--- config.mk ---
export PLATFORM = sky130hd
export DESIGN_NAME = instr_fetch_sequencer
export DESIGN_NICKNAME = d
export VERILOG_FILES = /design/src/rtl/cu_pkg.sv /design/src/rtl/instr_buffer.sv /design/src/rtl/instr_fetch_sequencer.sv
export SDC_FILE = /design/constraint.sdc
export NUM_CORES = 1
export LEC_CHECK = 0
export ABC_AREA = 1
export BUFFER_PORTS_ARGS = -buffer_cell sky130_fd_sc_hd__buf_2
export CORE_MARGIN = 1
export CORE_UTILIZATION = 45
export DETAILED_ROUTE_END_ITERATION = 6
export GPL_ROUTABILITY_DRIVEN = 0
export SYNTH_ARGS = -nofsm -noshare
export SYNTH_HDL_FRONTEND = slang
export SYNTH_SLANG_ARGS = --single-unit
export TNS_END_PERCENT = 5
--- constraint.sdc ---
create_clock -name clk -period 5.85 [get_ports clk]
set_input_delay 0.585 -clock clk [delete_from_list [all_inputs] [get_ports clk]]
set_output_delay 0.585 -clock clk [all_outputs]
set_load 0.03 [all_outputs]
--- src/rtl/cu_pkg.sv ---
// rtl/cu_pkg.sv - shared opcode, field and state definitions for the compute-unit feeder
package cu_pkg;

  localparam logic [3:0] OP_NOP  = 4'h0;
  localparam logic [3:0] OP_LOAD = 4'h1;
  localparam logic [3:0] OP_ADD  = 4'h2;
  localparam logic [3:0] OP_SUB  = 4'h3;
  localparam logic [3:0] OP_AND  = 4'h4;
  localparam logic [3:0] OP_OR   = 4'h5;
  localparam logic [3:0] OP_NOT  = 4'h6;
  localparam logic [3:0] OP_XOR  = 4'h7;
  localparam logic [3:0] OP_HALT = 4'hF;

  localparam int OPC_MSB  = 15;
  localparam int OPC_LSB  = 12;
  localparam int TGT_MSB  = 11;
  localparam int TGT_LSB  = 8;
  localparam int SRC0_MSB = 7;
  localparam int SRC0_LSB = 4;
  localparam int SRC1_MSB = 3;
  localparam int SRC1_LSB = 0;

  typedef enum logic [1:0] {
    ST_LOAD = 2'd0,
    ST_RUN  = 2'd1,
    ST_FIN  = 2'd2
  } state_e;

  function automatic logic [3:0] opcode_of(input logic [15:0] instr);
    return instr[OPC_MSB:OPC_LSB];
  endfunction

endpackage

--- src/rtl/instr_buffer.sv ---
// rtl/instr_buffer.sv - program buffer, one write port and one asynchronous read port
module instr_buffer #(
  parameter int DEPTH   = 16,
  parameter int ADDR_W  = 4,
  parameter int INSTR_W = 16
) (
  input  logic               clk,
  input  logic               we_i,
  input  logic [ADDR_W-1:0]  waddr_i,
  input  logic [INSTR_W-1:0] wdata_i,
  input  logic [ADDR_W-1:0]  raddr_i,
  output logic [INSTR_W-1:0] rdata_o
);

  // Contents are deliberately left out of reset so a program survives it.
  logic [INSTR_W-1:0] mem_q [DEPTH];

  always_ff @(posedge clk) begin
    if (we_i) begin
      mem_q[waddr_i] <= wdata_i;
    end
  end

  assign rdata_o = mem_q[raddr_i];

endmodule

--- src/rtl/instr_fetch_sequencer.sv ---
// rtl/instr_fetch_sequencer.sv - assembles byte-stream instructions and replays them over valid/ready
module instr_fetch_sequencer
  import cu_pkg::*;
#(
  parameter int DEPTH   = 16,
  parameter int ADDR_W  = 4,
  parameter int INSTR_W = 16
) (
  input  logic               clk,
  input  logic               rst_n,
  input  logic               ena,
  input  logic [7:0]         wr_byte,
  input  logic               wr_valid,
  input  logic               clear,
  input  logic               start,
  output logic [INSTR_W-1:0] instr_out,
  output logic               instr_valid,
  input  logic               instr_ready,
  output logic               busy,
  output logic               done,
  output logic [ADDR_W:0]    prog_len,
  output logic               overflow
);

  state_e               state_q, state_d;
  logic [ADDR_W-1:0]    wr_ptr_q, wr_ptr_d;
  logic [ADDR_W:0]      prog_len_q, prog_len_d;
  logic                 half_q, half_d;
  logic [7:0]           hi_q, hi_d;
  logic [ADDR_W-1:0]    pc_q, pc_d;
  logic [INSTR_W-1:0]   instr_q, instr_d;
  logic                 valid_q, valid_d;
  logic                 overflow_q, overflow_d;

  logic                 mem_we;
  logic [ADDR_W-1:0]    rd_addr;
  logic [INSTR_W-1:0]   rd_data;
  logic                 full;
  logic                 last;

  assign full = (prog_len_q == (ADDR_W+1)'(DEPTH));
  assign last = ({1'b0, pc_q} == (prog_len_q - (ADDR_W+1)'(1)));

  always_comb begin
    state_d    = state_q;
    wr_ptr_d   = wr_ptr_q;
    prog_len_d = prog_len_q;
    half_d     = half_q;
    hi_d       = hi_q;
    pc_d       = pc_q;
    instr_d    = instr_q;
    valid_d    = valid_q;
    overflow_d = overflow_q;
    mem_we     = 1'b0;
    rd_addr    = pc_q + ADDR_W'(1);

    case (state_q)
      ST_LOAD: begin
        // Read port looks at entry 0 so start can present it with one cycle of latency.
        rd_addr = '0;
        if (clear) begin
          wr_ptr_d   = '0;
          prog_len_d = '0;
          half_d     = 1'b0;
          overflow_d = 1'b0;
        end else if (start) begin
          half_d = 1'b0;
          pc_d   = '0;
          if (prog_len_q == '0) begin
            state_d = ST_FIN;
          end else begin
            state_d = ST_RUN;
            valid_d = 1'b1;
            instr_d = rd_data;
          end
        end else if (wr_valid) begin
          if (full) begin
            overflow_d = 1'b1;
          end else if (!half_q) begin
            hi_d   = wr_byte;
            half_d = 1'b1;
          end else begin
            mem_we     = 1'b1;
            wr_ptr_d   = wr_ptr_q + ADDR_W'(1);
            prog_len_d = prog_len_q + (ADDR_W+1)'(1);
            half_d     = 1'b0;
          end
        end
      end
      ST_RUN: begin
        if (valid_q && instr_ready) begin
          if (last || (opcode_of(instr_q) == OP_HALT)) begin
            valid_d = 1'b0;
            state_d = ST_FIN;
          end else begin
            pc_d    = pc_q + ADDR_W'(1);
            instr_d = rd_data;
          end
        end
      end
      ST_FIN: begin
        state_d = ST_LOAD;
      end
      default: begin
        state_d = ST_LOAD;
      end
    endcase
  end

  always_ff @(posedge clk) begin
    if (!rst_n) begin
      state_q    <= ST_LOAD;
      wr_ptr_q   <= '0;
      prog_len_q <= '0;
      half_q     <= 1'b0;
      hi_q       <= '0;
      pc_q       <= '0;
      instr_q    <= '0;
      valid_q    <= 1'b0;
      overflow_q <= 1'b0;
    end else if (ena) begin
      state_q    <= state_d;
      wr_ptr_q   <= wr_ptr_d;
      prog_len_q <= prog_len_d;
      half_q     <= half_d;
      hi_q       <= hi_d;
      pc_q       <= pc_d;
      instr_q    <= instr_d;
      valid_q    <= valid_d;
      overflow_q <= overflow_d;
    end
  end

  instr_buffer #(
    .DEPTH   (DEPTH),
    .ADDR_W  (ADDR_W),
    .INSTR_W (INSTR_W)
  ) u_buffer (
    .clk     (clk),
    .we_i    (mem_we && ena && rst_n),
    .waddr_i (wr_ptr_q),
    .wdata_i ({hi_q, wr_byte}),
    .raddr_i (rd_addr),
    .rdata_o (rd_data)
  );

  assign instr_out   = instr_q;
  assign instr_valid = valid_q;
  assign busy        = (state_q == ST_RUN);
  assign done        = (state_q == ST_FIN);
  assign prog_len    = prog_len_q;
  assign overflow    = overflow_q;

endmodule

==> results.rst, run 1 <==
.. list-table::
   :header-rows: 1

   * - Metric
     - Value
   * - Data arrival time of the critical path
     - 3.52 ns
   * - Run status
     - finished clean
   * - Maximum clock frequency
     - 0.330 GHz
   * - Tot Pwr
     - 4.36 mW
   * - Static leakage power
     - 5.31 nW
   * - Actual slew at the worst max-slew pin
     - 1.12 ns
   * - Fraction of power consumed by the clock network
     - 42.2%
   * - Setup crit start kind
     - register
   * - Area of the multi-input gates
     - 0.00331 mm^2
   * - Post-detail-place hpwl
     - 18700 um
   * - Hold_buf cts
     - 0
   * - Setup Fix Bufs, Post-CTS
     - 0
   * - Power per unit of standard cell area
     - 313 mW/mm^2
   * - Synth warnings
     - 0
   * - Height of the die
     - 169 um
   * - Wire length of the first global-routing pass
     - 46000 um
   * - Max Buffers Root-to-Sink
     - 3
   * - Share of the yosys chip area belonging to registers
     - 67.6%
   * - Setup Total Neg Slack
     - 0 ns
   * - Worst-skew pair later-pin latency
     - 0.56 ns
   * - Net Sw Frac
     - 21.6%
   * - Count of H-tree levels built during CTS
     - 1
   * - Sequential share of power
     - 53.5%
   * - Final number of setup-violating endpoints
     - 0
   * - Cell with the most instances after synthesis
     - sky130_fd_sc_hd__edfxtp_1
   * - Net total in the final layout
     - 1194
   * - Family with the most delay on the worst path
     - simple AND/OR/NAND/NOR gates
   * - Dominant cell type by area after synthesis
     - sky130_fd_sc_hd__edfxtp_1
   * - Post-synthesis instance area
     - 0.0126 mm^2
   * - Maximum number of pins on one net before global-route repair
     - 124
   * - Buffers added on ports
     - 39
   * - Register-to-register setup slack
     - 2.82 ns
   * - Final Skew
     - 0.0153 ns
   * - Post-layout instance area
     - 0.0139 mm^2
   * - Number of DRC markers after the initial detailed-route iteration
     - 869
   * - FF-to-FF Start
     - state_q[1]
   * - Critical Path Fanout Max
     - 123
   * - CP Buf/Inv Count
     - 3
   * - Clock root buffer
     - sky130_fd_sc_hd__clkbuf_16
   * - Number of max-slew violations in the final report
     - 0
   * - Internal power summed over all cells
     - 3.42 mW
   * - Syn nets
     - 1172
   * - Req. time, crit path
     - 6.34 ns
   * - Post-synth top area share
     - 60.9%
   * - Initial antenna violation count
     - 0
   * - WL final
     - 30700 um
   * - CTS Buf Count
     - 31
   * - Switching power summed over all nets
     - 0.941 mW
   * - # clock sinks
     - 298
   * - Tcrit/Tclk final
     - 51.8%
   * - Antenna fix cells
     - 0
   * - Critical Path Max Stage Delay
     - 0.65 ns
   * - Depth of the worst register-to-register path
     - 12
   * - Max rail drop VDD
     - 0.000220 V
   * - Number of distinct library cell variants in the gate-level netlist after synthesis
     - 31
   * - Critical Path Sink Type
     - register
   * - Fraction of layout instances using a drive strength above 1
     - 10.9%
   * - Worst setup path class
     - register to register
   * - Async set-or-reset flop fraction in the synthesized netlist
     - 0%
   * - Post-cts resize count
     - 0
   * - Number of nets with antenna violations after routing
     - 0
   * - Signed area change from the synthesized netlist to the final layout
     - 10.3%
   * - DR WL/cell
     - 19.6 um
   * - Clock tree from TritonCTS
     - done
   * - Area used by sequential logic in the layout
     - 0.00853 mm^2
   * - Hold/Removal Path Class
     - primary input to register
   * - Filler Cell Count
     - 2386
   * - Average cell area after synthesis
     - 11.0 um^2
   * - Worst r2r dst
     - instr_out[6]
   * - Number of search-and-repair iterations in the first detailed-routing pass
     - 6
   * - Cell Chain, Critical Path
     - inv_2 > nand2_4 > nand2_8 > buf_4 > inv_1 > nand2_1 > nand3_1 > o211ai_1 > nand3_1 > nand2_1 > nor2_1 > nor2_1
   * - Post-synth top cells
     - sky130_fd_sc_hd__edfxtp_1, sky130_fd_sc_hd__nor2_1, sky130_fd_sc_hd__nand2_1
   * - Total GRT Usage
     - 21.9%
   * - Clock slew seen by the registers of the worst setup and hold paths
     - 0.06 ns
   * - Core footprint
     - 0.0273 mm^2
   * - Via count of the first global-routing pass
     - 7871
   * - RSZ-0062 raised after global routing
     - no
   * - Max-Cap Viols
     - 0
   * - Beginning of the critical path
     - state_q[1]
   * - Number of failing hold endpoints at the final stage
     - 0
   * - DRC violations left
     - 0
   * - Effective utilization at floorplan
     - 46.3%
   * - Logic depth of the worst setup path including buffers
     - 12
   * - Congestion Overflow GR
     - 0
   * - Synth area leaders
     - sky130_fd_sc_hd__edfxtp_1, sky130_fd_sc_hd__dfxtp_1, sky130_fd_sc_hd__nor2_1
   * - Vias
     - 8198
   * - Flop and latch count out of synthesis
     - 298
   * - Number of enable-type register cells in the synthesized netlist
     - 256
   * - Floorplan die area
     - 0.0287 mm^2
   * - Most common flop cell mapped by yosys
     - sky130_fd_sc_hd__edfxtp_1
   * - CP max stage cell
     - sky130_fd_sc_hd__buf_4
   * - Num rows
     - 60
   * - Instance area after placement
     - 0.0130 mm^2
   * - Combinational cell fraction of total power
     - 4.3%
   * - Worst slew margin relative to its limit
     - 25.2%
   * - CP endpoint
     - instr_out[6]
   * - Die span in x
     - 169 um
   * - Final min period
     - 3.03 ns
   * - Cell count after synthesis
     - 1150
   * - Drt via density
     - 5.23
   * - I/O pin count
     - 40
placed cells by master, fill, tap and decap left out, types with 2 or more instances in the layout:
| cell | n |
|---|---|
| sky130_fd_sc_hd__edfxtp_1 | 256 |
| sky130_fd_sc_hd__nand2_1 | 175 |
| sky130_fd_sc_hd__nor2_1 | 173 |
| sky130_fd_sc_hd__nand3_1 | 112 |
| sky130_fd_sc_hd__inv_1 | 108 |
| sky130_fd_sc_hd__o211ai_1 | 57 |
| sky130_fd_sc_hd__o21ai_0 | 43 |
| sky130_fd_sc_hd__dfxtp_1 | 42 |
| sky130_fd_sc_hd__buf_2 | 39 |
| sky130_fd_sc_hd__a21oi_1 | 32 |
| sky130_fd_sc_hd__o21ai_1 | 32 |
| sky130_fd_sc_hd__clkbuf_16 | 31 |
| sky130_fd_sc_hd__nor2_2 | 19 |
| sky130_fd_sc_hd__clkbuf_1 | 11 |
| sky130_fd_sc_hd__nor3_1 | 8 |
| sky130_fd_sc_hd__nand2_2 | 7 |
| sky130_fd_sc_hd__ha_1 | 7 |
| sky130_fd_sc_hd__clkbuf_8 | 7 |
| sky130_fd_sc_hd__inv_2 | 5 |
| sky130_fd_sc_hd__clkinv_2 | 4 |
| sky130_fd_sc_hd__buf_4 | 4 |
| sky130_fd_sc_hd__clkinv_1 | 3 |
| sky130_fd_sc_hd__nor2_4 | 3 |
| sky130_fd_sc_hd__nand2_4 | 2 |
| sky130_fd_sc_hd__o21ai_2 | 2 |
| sky130_fd_sc_hd__nand3b_1 | 2 |
| sky130_fd_sc_hd__xor2_1 | 2 |
| sky130_fd_sc_hd__a31oi_1 | 2 |
power groups by stage:
| stage | registers (mW) | clock network [mW] | logic (mW) |
|---|---|---|---|
| final | 2.33 | 1.84 | 0.186 |
| after global routing | 2.33 | 1.93 | 0.204 |
| after CTS | 2.33 | 1.86 | 0.186 |
| after detailed placement | 2.38 | 0 | 0.185 |
| after global placement | 2.38 | 0 | 0.183 |
| after floorplan | 2.37 | 0 | 0.126 |
cell type report:
class,count,share of cell area [%]
sequential,298,61.3
tap,372,3.34
multi-input combinational,684,23.8
clock buffer,49,6.56
timing repair buffer,43,1.62
inverter,114,3.07
clock inverter,8,0.333
worst reg2reg max path, stage by stage (launching register included):
cell and delay, ns:
sky130_fd_sc_hd__dfxtp_1 0.39, sky130_fd_sc_hd__inv_2 0.11, sky130_fd_sc_hd__nand2_4 0.11, sky130_fd_sc_hd__nand2_8 0.53, sky130_fd_sc_hd__buf_4 0.70, sky130_fd_sc_hd__inv_1 0.33, sky130_fd_sc_hd__nand2_1 0.12, sky130_fd_sc_hd__nand3_1 0.08
sky130_fd_sc_hd__o211ai_1 0.11, sky130_fd_sc_hd__nand3_1 0.18, sky130_fd_sc_hd__nand2_1 0.15, sky130_fd_sc_hd__nor2_1 0.05, sky130_fd_sc_hd__nor2_1 0.11
cell families (layout without fill, tap and decap cells):
kind of cell / after synthesis / count (layout) / synth area share [%]
flops: 298 / 298 / 67.6
compound gates: 169 / 169 / 7.97
buf+inv: 168 / 214 / 6.54
simple gates: 506 / 506 / 17.1
fa+ha+maj: 7 / 7 / 0.694
xor+xnor: 2 / 2 / 0.139
per-layer routing:
layer / part of all wire (%) / global-route usage [%]
met1: 45 / 31.4
met2: 45 / 34.7
met3: 6.7 / 3.10
met4: 2.6 / 6.31
met5: 0 / 0
metrics by stage:
step	instances	util (%)	setup slack, ns	hold slack (ns)
4_1_cts	1568	51.1	2.86	0.347
5_1_grt	1568	51.1	2.56	0.370
3_3_place_gp	1511	47.6	2.71	0.462
3_5_place_dp	1511	47.6	2.64	0.470
2_1_floorplan	1150	-	3.07	0.465
6_report	1568	51.1	2.82	0.356
registers in the layout (all words and copies together), names as in the netlist:
register,flops
instr_valid,1
u_buffer.mem_q,256
state_q,2
hi_q,8
overflow,1
wr_ptr_q,4
half_q,1
instr_out,16
prog_len,5
pc_q,4
how the worst min path moves through the flow:
stage          startpoint    endpoint  slack (ns)  cells past startpoint
6_report              ena  state_q[1]        0.36                      4
5_1_grt               ena  state_q[1]        0.37                      4
2_1_floorplan      half_q      half_q        0.47                      2
3_5_place_dp     overflow    overflow        0.47                      2
3_3_place_gp     overflow    overflow        0.46                      2
4_1_cts               ena  state_q[1]        0.35                      4
Note: power is estimated with default switching activity, not from simulation.
==> run 2: changes to the inputs <==
Settings changed: ABC_AREA 1 to 0.
Clock period 5.85 ns to 2.9 ns, I/O delays scaled along.
==> run 2 against run 1 <==
Clock power rose by 100%. Highest routed layer unchanged. Critical path type unchanged. Clock skew rose by 0.0060 ns. Synthesized area is 0.50% higher. Power is 97% higher. Synthesized cell count decreased by 26%. Final area increased by 4.2%.
==> results.rst, run 2 <==
.. list-table::
   :header-rows: 1

   * - Metric
     - Value
   * - Run status
     - finished clean
   * - Actual slew at the worst max-slew pin
     - 0.953 ns (-0.167 ns)
   * - Synth area leaders
     - sky130_fd_sc_hd__edfxtp_1, sky130_fd_sc_hd__dfxtp_1, sky130_fd_sc_hd__nor2b_1
   * - Power per unit of standard cell area
     - 593 mW/mm^2 (+89%)
   * - Max-Cap Viols
     - 0 (unchanged)
   * - Critical Path Fanout Max
     - 16 (-87%)
   * - Antenna fix cells
     - 0 (unchanged)
   * - Hold_buf cts
     - 0 (unchanged)
   * - Flop and latch count out of synthesis
     - 298 (unchanged)
   * - Cell count after synthesis
     - 854 (-26%)
   * - Fraction of power consumed by the clock network
     - 43.2% (+1.0 points)
   * - Congestion Overflow GR
     - 0 (unchanged)
   * - Most common cell after layout, fill and taps aside
     - sky130_fd_sc_hd__edfxtp_1
   * - Maximum number of pins on one net before global-route repair
     - 83 (-33%)
   * - Instance area after placement
     - 0.0135 mm^2 (+4.5%)
   * - Filler Cell Count
     - 2341 (-1.9%)
   * - Final cell count without fillers
     - 1315 (-16%)
   * - Worst slew margin relative to its limit
     - 36.2% (+11 points)
   * - Max Buffers Root-to-Sink
     - 3 (unchanged)
   * - CTS Buf Count
     - 31 (unchanged)
   * - Drt via density
     - 5.83 (+12%)
   * - Buffers added on ports
     - 39 (unchanged)
   * - Count of H-tree levels built during CTS
     - 1 (unchanged)
   * - Dominant cell type by area after synthesis
     - sky130_fd_sc_hd__edfxtp_1
   * - # clock sinks
     - 298 (unchanged)
   * - Post-detail-place hpwl
     - 19100 um (+2.2%)
   * - Final min period
     - 2.61 ns (-0.414 ns)
   * - Die span in x
     - 170 um (+0.24%)
   * - Effective utilization at floorplan
     - 45.6% (-0.66 points)
   * - Setup Total Neg Slack
     - 0 ns (unchanged)
   * - Sequential share of power
     - 54.0% (+0.5 points)
   * - Combinational cell fraction of total power
     - 2.8% (-1.5 points)
   * - Core footprint
     - 0.0278 mm^2 (+1.9%)
   * - Req. time, crit path
     - 3.12 ns (-3.22 ns)
   * - Post-layout instance area
     - 0.0145 mm^2 (+4.2%)
   * - Net Sw Frac
     - 20.4% (-1.2 points)
   * - CP Buf/Inv Count
     - 2 (-1)
   * - Area used by sequential logic in the layout
     - 0.00853 mm^2 (about the same)
   * - CP max stage cell
     - sky130_fd_sc_hd__dfxtp_1
   * - Final number of setup-violating endpoints
     - 0 (unchanged)
   * - Number of enable-type register cells in the synthesized netlist
     - 256 (unchanged)
   * - Clock root buffer
     - sky130_fd_sc_hd__clkbuf_16
   * - Post-synth top area share
     - 60.6% (-0.30 points)
   * - Share of the yosys chip area belonging to registers
     - 67.3% (-0.33 points)
   * - Data arrival time of the critical path
     - 2.84 ns (-0.68 ns)
   * - I/O pin count
     - 40 (unchanged)
   * - Number of distinct library cell variants in the gate-level netlist after synthesis
     - 64 (+110%)
   * - Clock slew seen by the registers of the worst setup and hold paths
     - 0.06 ns (about the same)
   * - Tcrit/Tclk final
     - 90.1% (+38 points)
   * - Number of nets with antenna violations after routing
     - 0 (unchanged)
   * - DR WL/cell
     - 23.2 um (+19%)
   * - Net total in the final layout
     - 934 (-22%)
   * - Setup Fix Bufs, Post-CTS
     - 0 (unchanged)
   * - Initial antenna violation count
     - 0 (unchanged)
   * - Cell Chain, Critical Path
     - inv_1 > ha_1 > nand4bb_1 > nand4_1 > nor2_2 > nand3_1 > nor2_2 > buf_4
   * - Hold/Removal Path Class
     - primary input to register
   * - Synth warnings
     - 0 (unchanged)
   * - Number of DRC markers after the initial detailed-route iteration
     - 693 (-20%)
   * - WL final
     - 30500 um (-0.46%)
   * - Total GRT Usage
     - 21.5% (-0.38 points)
   * - Maximum clock frequency
     - 0.383 GHz (+16%)
   * - Internal power summed over all cells
     - 6.84 mW (+100%)
   * - Via count of the first global-routing pass
     - 7435 (-5.5%)
   * - Signed area change from the synthesized netlist to the final layout
     - 14.4%
   * - Most common flop cell mapped by yosys
     - sky130_fd_sc_hd__edfxtp_1
   * - Flip-flop count of the largest register after layout
     - 256 (unchanged)
   * - Most used cells in the layout excluding fill and tap cells
     - sky130_fd_sc_hd__edfxtp_1, sky130_fd_sc_hd__nor2b_1, sky130_fd_sc_hd__a221oi_1, sky130_fd_sc_hd__buf_4, sky130_fd_sc_hd__dfxtp_1
   * - DRC violations left
     - 0 (unchanged)
   * - Number of failing hold endpoints at the final stage
     - 0 (unchanged)
   * - Floorplan die area
     - 0.0288 mm^2 (+0.49%)
   * - Clock tree from TritonCTS
     - done
   * - Number of search-and-repair iterations in the first detailed-routing pass
     - 5 (-1)
   * - Post-synthesis instance area
     - 0.0127 mm^2 (+0.50%)
   * - Family with the most delay on the worst path
     - simple AND/OR/NAND/NOR gates
   * - Final Skew
     - 0.0213 ns (+0.00598 ns)
   * - Syn nets
     - 876 (-25%)
   * - Static leakage power
     - 4.43 nW (-17%)
   * - RSZ-0062 raised after global routing
     - no
   * - Num rows
     - 61 (+1.7%)
   * - Async set-or-reset flop fraction in the synthesized netlist
     - 0% (unchanged)
   * - Worst setup path class
     - register to register
   * - Switching power summed over all nets
     - 1.76 mW (+87%)
   * - Fraction of layout instances using a drive strength above 1
     - 22.6% (+12 points)
   * - Cell count after placement
     - 1257 (-17%)
   * - Post-cts resize count
     - 0 (unchanged)
   * - Most flop-heavy register
     - u_buffer.mem_q
   * - Number of max-slew violations in the final report
     - 0 (unchanged)
   * - Cell with the most instances after synthesis
     - sky130_fd_sc_hd__edfxtp_1
   * - Area of the multi-input gates
     - 0.00384 mm^2 (+16%)
   * - Worst-skew pair later-pin latency
     - 0.56 ns (about the same)
   * - Vias
     - 7667 (-6.5%)
   * - Average cell area after synthesis
     - 14.8 um^2 (+35%)
   * - Setup crit start kind
     - register
   * - Height of the die
     - 170 um (+0.24%)
   * - Critical Path Sink Type
     - register
   * - Wire length of the first global-routing pass
     - 45900 um (-0.12%)
   * - Critical Path Max Stage Delay
     - 0.47 ns (-0.18 ns)
   * - Post-Route Utilization
     - 52.2% (+1.1 points)
   * - Crit path top cell by count
     - sky130_fd_sc_hd__nor2_2
   * - Max rail drop VDD
     - 0.000417 V (+89%)
   * - Post-synth top cells
     - sky130_fd_sc_hd__edfxtp_1, sky130_fd_sc_hd__nor2b_1, sky130_fd_sc_hd__a221oi_1
[run 2: power by group through the flow]
stage               Sequential [mW]  Combinational (mW)  Clock (mW)
CTS                            4.65               0.242        3.79
global route                   4.65               0.258        3.94
detailed placement             4.74               0.241           0
floorplan                      4.73               0.136           0
global placement               4.74               0.241           0
finish                         4.65               0.242        3.71
[run 2: metal layers]
metal	wire [um]	vias to the layer above	GRT usage, %
met1	13800	3856	31.2
met5	0	-	0
met3	1760	52	2.65
met4	1000	0	7.56
met2	14000	245	33.4
li1	-	3514	-
[run 2: area by class of cell]
cell class | instances | area share (%)
Clock buffer | 43 | 5.87
Clock inverter | 15 | 0.768
Inverter | 14 | 0.362
Multi-Input combinational cell | 475 | 26.5
Sequential cell | 298 | 58.8
Tap cell | 378 | 3.26
Timing Repair Buffer | 92 | 4.43
[run 2: cell families (layout without fill, tap and decap cells)]
group	after synthesis	after routing	synth area share [%]
xor gates and xnor gates	12	12	0.829
and+or+nand+nor	188	188	8.69
buffers and inverters	81	164	3.22
DFF	298	298	67.3
adders and majority gates	7	7	0.691
muxes	60	60	5.05
AOI/OAI and AO/OA	208	208	14.3
[run 2: per-stage QoR]
stage                     hold WS [ns]  worst slack [ns]  power, mW
after CTS                       0.0617             0.295       8.68
after global routing             0.108             0.162       8.84
final                           0.0795             0.286       8.60
after floorplan                  0.389            -0.397       4.87
after detailed placement         0.447             0.320       4.98
after global placement           0.440             0.358       4.98
[run 2: worst min-delay path: stages]
cell and delay [ns]:
sky130_fd_sc_hd__buf_2 0.11, sky130_fd_sc_hd__nor4b_1 0.06, sky130_fd_sc_hd__nor2_1 0.08, sky130_fd_sc_hd__nor2_1 0.04
[run 2: path summary, 6_finish.rpt]
kind,end,from,cells after the start,slack [ns]
min,overflow,start,4,0.08
max reg2reg,u_buffer.mem_q[15][4],prog_len[0],8,0.29
min reg2reg,instr_out[3],instr_out[3],1,0.46
max,u_buffer.mem_q[15][4],prog_len[0],8,0.29
